File: src/rtl/game_ctrl_pkg.sv
// Shared game constants: FSM state codes, playfield geometry and score helpers.
package game_ctrl_pkg;

  typedef enum logic [2:0] {
    ST_IDLE  = 3'd0,
    ST_SERVE = 3'd1,
    ST_PLAY  = 3'd2,
    ST_POINT = 3'd3,
    ST_OVER  = 3'd4
  } state_t;

  localparam int unsigned PF_VBUF_W   = 320;
  localparam int unsigned PF_VBUF_H   = 240;
  localparam int unsigned PF_GROUND_Y = 220;
  localparam int unsigned PF_NET_POS  = 160;

  localparam int unsigned COORD_W = 12;
  localparam int unsigned SCORE_W = 4;

  // Score increment that sticks at the top of the counter range.
  function automatic logic [SCORE_W-1:0] sat_inc(input logic [SCORE_W-1:0] s);
    return (s == '1) ? s : s + SCORE_W'(1);
  endfunction

endpackage

File: src/rtl/game_ctrl_btn_edge.sv
// Start-button synchronizer with registered rising-edge pulse.
module btn_edge (
  input  logic clk,
  input  logic rst_n,
  input  logic btn,
  output logic pulse
);

  logic sync0;
  logic sync1;

  always_ff @(posedge clk or negedge rst_n) begin
    if (!rst_n) begin
      sync0 <= 1'b0;
      sync1 <= 1'b0;
      pulse <= 1'b0;
    end else begin
      sync0 <= btn;
      sync1 <= sync0;
      pulse <= sync0 & ~sync1;
    end
  end

endmodule

File: src/rtl/game_ctrl.sv
// Match controller: serve/rally/point sequencing, landing detection and scoring.
module game_ctrl
  import game_ctrl_pkg::*;
#(
  parameter int unsigned VBUF_W      = PF_VBUF_W,
  parameter int unsigned VBUF_H      = PF_VBUF_H,
  parameter int unsigned GROUND_Y    = PF_GROUND_Y,
  parameter int unsigned NET_POS     = PF_NET_POS,
  parameter int unsigned BALL_SIZE   = 32,
  parameter int unsigned WIN_SCORE   = 7,
  parameter int unsigned HOLD_FRAMES = 60,
  parameter int unsigned RST_CYCLES  = 4
) (
  input  logic               clk,
  input  logic               reset_n,
  input  logic               frame_tick,
  input  logic               start_btn,
  input  logic [COORD_W-1:0] ball_pos_x,
  input  logic [COORD_W-1:0] ball_pos_y,
  output logic               round_rst_n,
  output logic               freeze,
  output logic               serve_side,
  output logic [SCORE_W-1:0] score_l,
  output logic [SCORE_W-1:0] score_r,
  output logic               game_over,
  output logic [2:0]         state
);

  localparam int unsigned CNT_MAX = (HOLD_FRAMES > RST_CYCLES) ? HOLD_FRAMES : RST_CYCLES;
  localparam int unsigned CNT_W   = $clog2(CNT_MAX + 1);
  localparam int unsigned SUM_W   = COORD_W + 1;

  if (GROUND_Y > VBUF_H || NET_POS > VBUF_W || BALL_SIZE > GROUND_Y) begin : g_bad_cfg
    $error("game_ctrl: inconsistent playfield parameters");
  end

  logic start_pulse;

  btn_edge u_btn_edge (
    .clk   (clk),
    .rst_n (reset_n),
    .btn   (start_btn),
    .pulse (start_pulse)
  );

  state_t             state_q, state_nxt;
  logic [CNT_W-1:0]   cnt_q, cnt_nxt;
  logic               fresh_q;
  logic [SCORE_W-1:0] score_l_nxt, score_r_nxt;
  logic               serve_nxt, freeze_nxt, round_rst_n_nxt, game_over_nxt;
  logic [SUM_W-1:0]   ball_bottom_c, ball_cx_c;
  logic               landing_c, right_scores_c, win_c;

  // fresh_q marks the first cycle spent in a state; ticks there are not acted on.
  assign ball_bottom_c  = SUM_W'(ball_pos_y) + SUM_W'(BALL_SIZE);
  assign ball_cx_c      = SUM_W'(ball_pos_x) + SUM_W'(BALL_SIZE / 2);
  assign landing_c      = frame_tick && !fresh_q && (ball_bottom_c >= SUM_W'(GROUND_Y));
  assign right_scores_c = ball_cx_c < SUM_W'(NET_POS);
  assign win_c          = (score_l >= SCORE_W'(WIN_SCORE)) || (score_r >= SCORE_W'(WIN_SCORE));

  always_comb begin
    state_nxt   = state_q;
    cnt_nxt     = cnt_q;
    score_l_nxt = score_l;
    score_r_nxt = score_r;
    serve_nxt   = serve_side;
    case (state_q)
      ST_IDLE, ST_OVER: begin
        if (start_pulse) begin
          score_l_nxt = '0;
          score_r_nxt = '0;
          serve_nxt   = 1'b0;
          cnt_nxt     = '0;
          state_nxt   = ST_SERVE;
        end
      end
      ST_SERVE: begin
        if (cnt_q == CNT_W'(RST_CYCLES - 1)) begin
          cnt_nxt   = '0;
          state_nxt = ST_PLAY;
        end else begin
          cnt_nxt = cnt_q + CNT_W'(1);
        end
      end
      ST_PLAY: begin
        if (landing_c) begin
          if (right_scores_c) begin
            score_r_nxt = sat_inc(score_r);
            serve_nxt   = 1'b1;
          end else begin
            score_l_nxt = sat_inc(score_l);
            serve_nxt   = 1'b0;
          end
          cnt_nxt   = '0;
          state_nxt = ST_POINT;
        end
      end
      ST_POINT: begin
        if (frame_tick && !fresh_q) begin
          if (cnt_q == CNT_W'(HOLD_FRAMES - 1)) begin
            cnt_nxt   = '0;
            state_nxt = win_c ? ST_OVER : ST_SERVE;
          end else begin
            cnt_nxt = cnt_q + CNT_W'(1);
          end
        end
      end
      default: begin
        cnt_nxt   = '0;
        state_nxt = ST_IDLE;
      end
    endcase

    // Mover controls follow the state being entered so they register alongside it.
    freeze_nxt      = (state_nxt == ST_IDLE) || (state_nxt == ST_POINT) || (state_nxt == ST_OVER);
    round_rst_n_nxt = !((state_nxt == ST_IDLE) || (state_nxt == ST_SERVE));
    game_over_nxt   = (state_nxt == ST_OVER);
  end

  always_ff @(posedge clk or negedge reset_n) begin
    if (!reset_n) begin
      state_q     <= ST_IDLE;
      cnt_q       <= '0;
      fresh_q     <= 1'b0;
      score_l     <= '0;
      score_r     <= '0;
      serve_side  <= 1'b0;
      freeze      <= 1'b1;
      round_rst_n <= 1'b0;
      game_over   <= 1'b0;
    end else begin
      state_q     <= state_nxt;
      cnt_q       <= cnt_nxt;
      fresh_q     <= (state_nxt != state_q);
      score_l     <= score_l_nxt;
      score_r     <= score_r_nxt;
      serve_side  <= serve_nxt;
      freeze      <= freeze_nxt;
      round_rst_n <= round_rst_n_nxt;
      game_over   <= game_over_nxt;
    end
  end

  assign state = state_q;

endmodule

File: config.mk
export PLATFORM = sky130hd
export DESIGN_NAME = game_ctrl
export DESIGN_NICKNAME = d
export VERILOG_FILES = /design/src/rtl/game_ctrl_pkg.sv /design/src/rtl/game_ctrl_btn_edge.sv /design/src/rtl/game_ctrl.sv
export SDC_FILE = /design/constraint.sdc
export NUM_CORES = 1
export LEC_CHECK = 0
export CAP_MARGIN = 20
export CORE_ASPECT_RATIO = 1.4
export CORE_UTILIZATION = 50
export DETAILED_ROUTE_END_ITERATION = 8
export PLACE_DENSITY = 0.82
export SYNTH_ARGS = -nofsm -noshare
export SYNTH_HDL_FRONTEND = slang
export SYNTH_HIERARCHICAL = 1
export SYNTH_SLANG_ARGS = --single-unit
export TNS_END_PERCENT = 100
File: constraint.sdc
create_clock -name clk -period 5.64 [get_ports clk]
set_input_delay 0.846 -clock clk [delete_from_list [all_inputs] [get_ports clk]]
set_output_delay 0.846 -clock clk [all_outputs]
set_load 0.005 [all_outputs]
==> impl_metrics.yaml <==
logic_synthesis:
  synth-edff-count: 0
  synth_nets: 196
  synth.distinct_cells: 49
  ys_ff_latch: 25
  syn_inst: 161
  synthArstFlopShare: 1.00
  syn_area_sq_um: 1590
  yosysTopAreaCell: "dfrtp_1"
  yosysWarnings: 6
  synth_top_area_frac: 0.379
  ys_seq_area_frac: 0.395
  synth_ff_type: "dfrtp_1"
  yosys-top-cells-area: "dfrtp_1 38%, ha_1 5.5%, a21oi_1 3.8%"
  postSynthAreaPerCell_sq_um: 9.85
floorplanning:
  fp.dieArea_sq_um: 3410
  initial_core_util: 0.540
  die_y_um: 68.7
  rows: 23
  die_x_um: 49.6
  core_sq_um: 2940
  io-pin-count: 43
cts:
  cts_setup_buffers: 0
  cts_tree: "built"
  cts-root-buf: "clkbuf_8"
  cts-htree-levels: 1
  cts_buffer_depth: 2
  cts.sinks: 25
  clk_latency_ns: 0.27
  path_clk_slew_ns: 0.08
  hold_buffers: 0
  ctsResizeCount: 0
  cts-buffers-inserted: 3
run_status:
  status: "finished clean"
cells_and_area:
  syn_to_final_growth_pct: 29.3
  layout_common_cells: "38 x clkdlybuf4s50_1, 24 x dfrtp_1, 16 x nand2_1"
  final_layout_size_suffix_gt1_frac: 0.0941
  nets: 238
  final_area_sq_um: 2050
  fillers: 248
  regArea_sq_um: 627
  mostFrequentLayoutCell: "clkdlybuf4s50_1"
  antenna_cells: 0
  multi_input_area_sq_um: 907
hold_path:
  hold_start: "u_btn_edge/sync0"
  holdPathStages: 0
  hp-class: "flip-flop to flip-flop"
timing:
  post-route-period-util: 0.593
  setup_violations: 0
  tightest_slew_ns: 0.608
  fmax_ghz: 0.299
  timing.final.hold_violations: 0
  finalSetupTns_ns: 0
  slew_headroom: 0.592
  drv_slew: 0
  fin_worst_skew_ns: 0.00283
  min_period_ns: 3.34
  rsz0062_at_grt: "no"
worst_setup_path:
  r2r-start: "state[1]"
  critPathLaunch: "ball_pos_y[5]"
  startpoint_type: "input port"
  arrival_ns: 3.54
  crit_type: "input port to flip-flop"
  path_max_fanout: 10
  end_kind: "flip-flop"
  cp.required_ns: 5.84
  r2r_cells: 6
placement:
  hpwl_um: 2980
  place_area_sq_um: 1990
  routabilityCongestion: 0.855
  portBuffers: 38
grt:
  gr-total-overflow: 0
  grt_pass1_wl_um: 6260
  antenna_found_initial: 0
  grt_max_degree: 26
  first_global_vias: 1454
  track_usage: 0.247
routing:
  first_iter_violations: 37
  wl_um: 3830
  dr_total_vias: 1435
  ant_nets: 0
  post-route-drc-count: 0
  wl_per_cell_um: 16.0
  viasPerCell: 6.00
  first_pass_iters: 4
pwr:
  power.leakage_uw: 0.000819
  ir_worst_vdd_v: 0.000279
  powerDensity_nw_per_um2: 302
job:
  drv_cap: 0
==> synth_stat cells (3+ instances only) <==
cell,count
nand3_1,10
nor3_1,5
nor2b_1,4
o31ai_1,4
nand4b_1,3
or3_1,4
dfrtp_1,24
o21ai_0,10
nand2_1,16
nor2_1,4
a21oi_1,12
o211ai_2,3
a21o_1,3
and3_1,3
ha_1,7
nand3b_1,3
inv_1,8
==> worst max-delay path: stages <==
cell and delay, ns:
clkdlybuf4s50_1 0.67, inv_1 0.08, ha_1 0.33, nor4b_2 0.25, o2111ai_1 0.16, a21oi_2 0.25
o21ai_1 0.28, or4_1 0.54, a21oi_1 0.15
==> sequential cells by signal, indices dropped and copies added (netlist names), 3 cells and up <==
signal,cells
score_r,4
score_l,4
state,3
cnt_q,6
==> path summary, 6_finish.rpt <==
check                                   end  slack (ns)
hold / removal             u_btn_edge/sync1        0.39
setup reg to reg                 score_r[3]        3.17
hold reg to reg            u_btn_edge/sync1        0.39
min in group asynchronous          cnt_q[3]        0.91
max in group asynchronous       round_rst_n        4.25
setup / recovery                   cnt_q[5]        2.30
==> power by group <==
group / internal (uW) / switching [uW] / total, uW
clock: 50.6 / 54.0 / 105
sequential: 222 / 46.3 / 269
combinational: 129 / 118 / 247
total: 402 / 219 / 620
==> final cells by class <==
| class | instances | area share |
|---|---|---|
| Sequential cell | 25 | 0.306 |
| Inverter | 8 | 0.0146 |
| Multi-Input combinational cell | 126 | 0.442 |
| Tap cell | 37 | 0.0226 |
| Clock buffer | 4 | 0.0220 |
| Timing Repair Buffer | 39 | 0.193 |
==> layer usage <==
metal,GRT usage,part of all wire,up-vias
li1,-,-,687
met1,0.241,0.38,689
met2,0.490,0.55,49
met3,0.0439,0.045,10
met4,0.136,0.030,0
met5,0,0,-
==> per-stage QoR <==
step	instances	hold slack, ns	util	setup WS, ns	total power [uW]
after floorplan	161	0.354	-	3.01	409
after global placement	234	0.367	0.678	2.17	504
after detailed placement	234	0.372	0.678	2.03	517
after CTS	238	0.392	0.694	2.30	622
after global routing	239	0.406	0.699	2.08	666
final	239	0.386	0.699	2.30	620
==> cells by family (layout without fill, tap and decap cells) <==
family	count (synthesis)	in the layout	share of synthesized area
mux	2	2	0.0134
flops	25	25	0.395
xor+xnor	2	2	0.0110
compound gates	51	51	0.252
buf+inv	10	51	0.0331
simple gates	64	64	0.241
fa+ha+maj	7	7	0.0552
(Power assumes the default switching activity.)
